[src/rtl/sr_sync_pkg.sv]
// Shared types, default parameters and the S/R next-state rule for the bank.
package sr_sync_pkg;

    // Response of a channel when filtered S and R are both asserted.
    typedef enum logic [1:0] {
        CM_HOLD,
        CM_SET,
        CM_RESET,
        CM_FLOAT
    } conflict_mode_t;

    localparam int             DEF_CHANNELS      = 4;
    localparam int             DEF_SYNC_STAGES   = 2;
    localparam int             DEF_FILTER        = 3;
    localparam conflict_mode_t DEF_CONFLICT_MODE = CM_HOLD;

    // Next value of the state bit given filtered set/reset levels.
    // CM_FLOAT holds the state; the output drivers handle the release.
    function automatic logic next_state(input logic           fs,
                                        input logic           fr,
                                        input logic           state,
                                        input conflict_mode_t mode);
        logic nxt;
        nxt = state;
        case ({fs, fr})
            2'b10: nxt = 1'b1;
            2'b01: nxt = 1'b0;
            2'b11: begin
                case (mode)
                    CM_SET:   nxt = 1'b1;
                    CM_RESET: nxt = 1'b0;
                    default:  nxt = state;
                endcase
            end
            default: nxt = state;
        endcase
        return nxt;
    endfunction

endpackage

[src/rtl/sr_sync_channel.sv]
// One S/R channel: synchronisers, glitch filters, state bit, change pulse,
// sticky conflict flag and tri-state Q/Qbar drivers.
module sr_sync_channel
    import sr_sync_pkg::*;
#(
    parameter int             SYNC_STAGES   = DEF_SYNC_STAGES,
    parameter int             FILTER        = DEF_FILTER,
    parameter conflict_mode_t CONFLICT_MODE = DEF_CONFLICT_MODE
) (
    input  logic clk,
    input  logic rst_n,
    input  logic s,
    input  logic r,
    input  logic clr_conflict,
    output wire  q,
    output wire  qbar,
    output logic changed,
    output logic conflict
);

    // The filter registers act as the final synchroniser rank: they sample
    // the output of the first SYNC_STAGES-1 flops, so that an accepted level
    // appears on the filtered value at edge SYNC_STAGES+FILTER-1.
    localparam int                 SN       = SYNC_STAGES - 1;
    localparam int                 CNT_W    = $clog2(FILTER + 1);
    localparam logic [CNT_W-1:0]   CNT_LAST = CNT_W'(FILTER - 1);
    localparam logic [CNT_W-1:0]   CNT_ONE  = CNT_W'(1);

    // Index 0 carries S, index 1 carries R.
    logic [1:0]       raw;
    logic [1:0]       sync_q [SN];
    logic [1:0]       filt_q, filt_d;
    logic [CNT_W-1:0] cnt_q  [2];
    logic [CNT_W-1:0] cnt_d  [2];
    logic             both;
    logic             state_q, state_d;
    logic             changed_q, changed_d;
    logic             conflict_q, conflict_d;
    logic             float_q, float_d;

    assign raw  = {r, s};
    assign both = &filt_q;

    // Synchroniser shift chains for S and R.
    // NOTE: every flop in the chain is reset, so a reset mid-transfer cannot
    // leave a stale level that the filter would later accept.
    always_ff @(posedge clk or negedge rst_n) begin
        if (!rst_n) begin
            for (int k = 0; k < SN; k++) sync_q[k] <= '0;
        end else begin
            // NOTE: non-blocking so each stage takes its neighbour's old value.
            sync_q[0] <= raw;
            for (int k = 1; k < SN; k++) sync_q[k] <= sync_q[k-1];
        end
    end

    // Glitch filter: count while the synchronised level differs from the
    // filtered one; accept it once the difference has lasted FILTER cycles.
    always_comb begin
        // NOTE: defaults first so no path leaves a target unassigned (latch).
        filt_d = filt_q;
        for (int i = 0; i < 2; i++) begin
            cnt_d[i] = '0;
            if (sync_q[SN-1][i] != filt_q[i]) begin
                if (cnt_q[i] >= CNT_LAST) begin
                    filt_d[i] = sync_q[SN-1][i];
                end else begin
                    cnt_d[i] = cnt_q[i] + CNT_ONE;
                end
            end
        end
    end

    // Filter value and counter registers.
    always_ff @(posedge clk or negedge rst_n) begin
        if (!rst_n) begin
            filt_q   <= '0;
            cnt_q[0] <= '0;
            cnt_q[1] <= '0;
        end else begin
            filt_q   <= filt_d;
            cnt_q[0] <= cnt_d[0];
            cnt_q[1] <= cnt_d[1];
        end
    end

    // State update, change detection, sticky conflict and float request.
    always_comb begin
        state_d    = next_state(filt_q[0], filt_q[1], state_q, CONFLICT_MODE);
        changed_d  = state_d ^ state_q;
        conflict_d = both | (conflict_q & ~clr_conflict);
        float_d    = (CONFLICT_MODE == CM_FLOAT) && both;
    end

    // Output-side registers.
    always_ff @(posedge clk or negedge rst_n) begin
        if (!rst_n) begin
            state_q    <= 1'b0;
            changed_q  <= 1'b0;
            conflict_q <= 1'b0;
            float_q    <= 1'b0;
        end else begin
            state_q    <= state_d;
            changed_q  <= changed_d;
            conflict_q <= conflict_d;
            float_q    <= float_d;
        end
    end

    assign q        = float_q ? 1'bz : state_q;
    assign qbar     = float_q ? 1'bz : ~state_q;
    assign changed  = changed_q;
    assign conflict = conflict_q;

endmodule

[src/rtl/sr_sync_bank.sv]
// Bank of independent synchronised S/R state bits.
module sr_sync_bank
    import sr_sync_pkg::*;
#(
    parameter int             CHANNELS      = DEF_CHANNELS,
    parameter int             SYNC_STAGES   = DEF_SYNC_STAGES,
    parameter int             FILTER        = DEF_FILTER,
    parameter conflict_mode_t CONFLICT_MODE = DEF_CONFLICT_MODE
) (
    input  logic                clk,
    input  logic                rst_n,
    input  logic [CHANNELS-1:0] s,
    input  logic [CHANNELS-1:0] r,
    input  logic [CHANNELS-1:0] clr_conflict,
    output wire  [CHANNELS-1:0] q,
    output wire  [CHANNELS-1:0] qbar,
    output logic [CHANNELS-1:0] changed,
    output logic [CHANNELS-1:0] conflict
);

    for (genvar g = 0; g < CHANNELS; g++) begin : g_ch
        sr_sync_channel #(
            .SYNC_STAGES  (SYNC_STAGES),
            .FILTER       (FILTER),
            .CONFLICT_MODE(CONFLICT_MODE)
        ) u_ch (
            .clk         (clk),
            .rst_n       (rst_n),
            .s           (s[g]),
            .r           (r[g]),
            .clr_conflict(clr_conflict[g]),
            .q           (q[g]),
            .qbar        (qbar[g]),
            .changed     (changed[g]),
            .conflict    (conflict[g])
        );
    end

endmodule

[config.mk]
export PLATFORM = sky130hd
export DESIGN_NAME = sr_sync_bank
export DESIGN_NICKNAME = d
export VERILOG_FILES = /design/src/rtl/sr_sync_pkg.sv /design/src/rtl/sr_sync_channel.sv /design/src/rtl/sr_sync_bank.sv
export SDC_FILE = /design/constraint.sdc
export NUM_CORES = 1
export LEC_CHECK = 0
export CAP_MARGIN = 30
export CORE_UTILIZATION = 50
export CTS_CLUSTER_DIAMETER = 50
export DETAILED_ROUTE_END_ITERATION = 6
export PLACE_DENSITY = 0.85
export REMOVE_ABC_BUFFERS = 1
export SLEW_MARGIN = 25
export SYNTH_ARGS = -nofsm -noshare
export SYNTH_HDL_FRONTEND = slang
export SYNTH_SLANG_ARGS = --single-unit
[constraint.sdc]
create_clock -name clk -period 1.5 [get_ports clk]
set_clock_uncertainty 0.2 [all_clocks]
set_input_delay 0.15 -clock clk [delete_from_list [all_inputs] [get_ports clk]]
set_output_delay 0.15 -clock clk [all_outputs]
set_load 0.01 [all_outputs]
==> results.md <==
- Post-synth EDFFs: 0
- PortBufs: 29
- Max incr delay on CP: 0.41 ns
- Diode count: 0
- Clock Sinks: 44
- Final Setup Violations: 0
- Unique masters post-synth: 12
- Worst endpoint required time: 1.53 ns
- Min Tclk post-route: 1.42 ns
- Post-DR vias/cell: 4.60
- Inserted Clock Buffers: 5
- Post-synth top area share: 0.618
- Clk buf depth: 2
- Max Fanout on Critical Path: 3
- Post-synth top cells: dfrtp_1 (44), buf_4 (16), inv_1 (12), xnor2_1 (12)
- H-tree depth: 2
- Die extent in x: 61.7 um
- Min-Delay Path Class: in2reg
- Pre-CTS setup slack: 0.0990 ns
- Latest clock arrival within the worst-skew pair: 0.33 ns
- Synth Flop Type: dfrtp_1
- Worst R2R Path Depth: 3
- Gr usage total: 0.152
- Hold depth: 1
- Total power: 4030 uW
- FMAX: 702 MHz
- Number of global-route vias before repair: 1,009
- Flop and latch count out of synthesis: 44
- Final critical-path share of the clock period: 0.949
- Top delay family on crit path: flip-flops
- Worst setup path class: reg2reg
- GRT Residual Overflow: 0
- Area contributors post-synth: dfrtp_1 (62%), buf_4 (6.7%), xnor2_1 (5.9%), ha_1 (5.6%), nor3b_2 (5.6%)
- Die Span Y: 61.7 um
- GPL Wtd Cong: 0.708
- Cell row count: 21
- Routed WL: 2330 um
- Worst R2R Setup Slack: 0.08 ns
- Outcome: finished clean
- Asr flop ratio synth: 1.00
- Starting Density: 0.530
- Final Hold Viols: 0
- Area Overhead vs Synth: 18.3%
- Core area: 3360 sq um
- CP Buf/Inv Count: 1
- CTS tree: built
- Sequential area share after synthesis: 0.618
- Cell Area, Synth: 1780 sq um
- Setup_tns: 0 ns
- Clock root buffer: clkbuf_4
- Worst Hold End: g_ch[3].u_ch.sync_q[1]$_DFF_PN0_
- Worst vdd ir: 0.000891 V
- Reg2reg start: g_ch[3].u_ch.filt_q[1]$_DFFE_PN0P_
- Largest net degree at the start of global routing: 45
- RSZ-0062 raised after global routing: no
- Yosys warns: 0
- Avg WL per Cell: 11.3 um
- Ratio of cells with drive above 1 in the final layout: 0.205
- Leading area contributor after synthesis: dfrtp_1
- DRT iter0 DRCs: 41
- Synth Area per Inst: 13.5 sq um
- Fin. max-slew vios: 0
- Via count: 953
- Leak: 0.00104 uW
- Detailed placer's ending HPWL: 1650 um
- Crit path capture type: register
- Most frequent cell after synthesis: dfrtp_1
- Pwr per Cell Area: 1910 nW/um^2
- Initial antenna violation count: 0
- Setup WS post-layout: 0.0764 ns
- Rel. slew slack: 0.835
- Critical Path, Cell by Cell: inv_1 > ha_1 > mux2_2
- Die Area: 3810 sq um
- Antenna viol nets, final: 0
- Crit-path slowest cell: dfrtp_1
- Hold path start: r[3]
- First drt pass iteration count: 4
- Tightest Pin Transition: 0.246 ns
- Startpoint types: register
- Synth Instances: 132
- Clk slew on worst S/H paths: 0.11 ns
- Critical Path AT: 1.46 ns
- Finished Core Util: 0.626
- Layout Nets: 182
- Crit Reg-Reg Endpoint: g_ch[3].u_ch.state_q$_DFF_PN0_
- First-pass GRT wire length: 4090 um
- DR DRC count: 0
- Max cap viols: 0
- I/O Pins: 30
metrics by stage:
stage	cells	hold slack [ns]	cell area [sq um]
after floorplan	116	-0.346	1660
after global placement	193	-0.0670	2030
after detailed placement	193	-0.0597	2030
after CTS	207	0.0224	2110
after global routing	207	0.0116	2110
final	207	0.0376	2110
metal layers:
metal  vias up  global-route usage  share of wire
met5         -                   0              0
li1        463                   -              -
met3         4              0.0642          0.047
met1       466               0.183           0.43
met2        20               0.246           0.51
met4         0              0.0540          0.011
worst max path at each step:
stage	end	depth (start not counted)	slack (ns)	startpoint
after floorplan	g_ch[0].u_ch.state_q$_DFF_PN0_	2	0.16	g_ch[0].u_ch.filt_q[0]$_DFFE_PN0P_
after global placement	g_ch[3].u_ch.state_q$_DFF_PN0_	3	0.11	g_ch[3].u_ch.filt_q[1]$_DFFE_PN0P_
after detailed placement	g_ch[3].u_ch.state_q$_DFF_PN0_	3	0.1	g_ch[3].u_ch.filt_q[1]$_DFFE_PN0P_
after CTS	qbar[0]	3	0.01	g_ch[0].u_ch.state_q$_DFF_PN0_
after global routing	g_ch[3].u_ch.state_q$_DFF_PN0_	3	0.003	g_ch[3].u_ch.filt_q[1]$_DFFE_PN0P_
final	g_ch[3].u_ch.state_q$_DFF_PN0_	3	0.08	g_ch[3].u_ch.filt_q[1]$_DFFE_PN0P_
power breakdown:
group | leakage [uW] | total (uW) | internal (uW) | switching, uW
combinational | 0.000452 | 1530 | 874 | 652
clock | 0.0000326 | 562 | 232 | 330
sequential | 0.000553 | 1940 | 1630 | 308
total | 0.00104 | 4030 | 2740 | 1290
repair_timing:
action	in CTS	in global routing
cloned	0	0
gates resized for setup	24	1
buffers inserted	5	0
endpoints found under the hold margin	44	0
setup endpoints to repair	16	1
hold buffers	1	0
state kept, by name, indices dropped and copies added (netlist names):
signal,flops
g_ch.u_ch.cnt_q,16
g_ch.u_ch.conflict,4
g_ch.u_ch.changed,4
g_ch.u_ch.filt_q,8
g_ch.u_ch.state_q,4
g_ch.u_ch.sync_q,8
cell usage in the layout (no fill, tap or decap):
cell and instances:
mux2_2 8, clkdlybuf4s50_1 12, clkbuf_8 1, a21o_1 4, nor3b_2 8, nor3_1 8, buf_12 1, dlygate4sd2_1 13
dfrtp_1 44, buf_4 6, inv_1 12, o21ai_0 4, clkbuf_4 5, buf_2 4, dlygate4sd3_1 1, clkbuf_1 2
nand2_1 4, xnor2_1 12, ha_1 8, nor2_1 4
cell type report:
class,instances,area [sq um]
Clock buffer,8,58.8
Sequential cell,44,1100
Tap cell,46,57.6
Fill cell,291,1260
Multi-Input combinational cell,60,515
Timing Repair Buffer,37,329
Inverter,12,45.0
cell families after synthesis:
kind of cell               share of synthesized area
and+or+nand+nor                               0.0955
xor gates and xnor gates                      0.0590
DFF                                            0.618
buffers and inverters                         0.0927
muxes                                         0.0506
AOI/OAI and AO/OA                             0.0281
adders and majority gates                     0.0562
(Power assumes the default switching activity.)
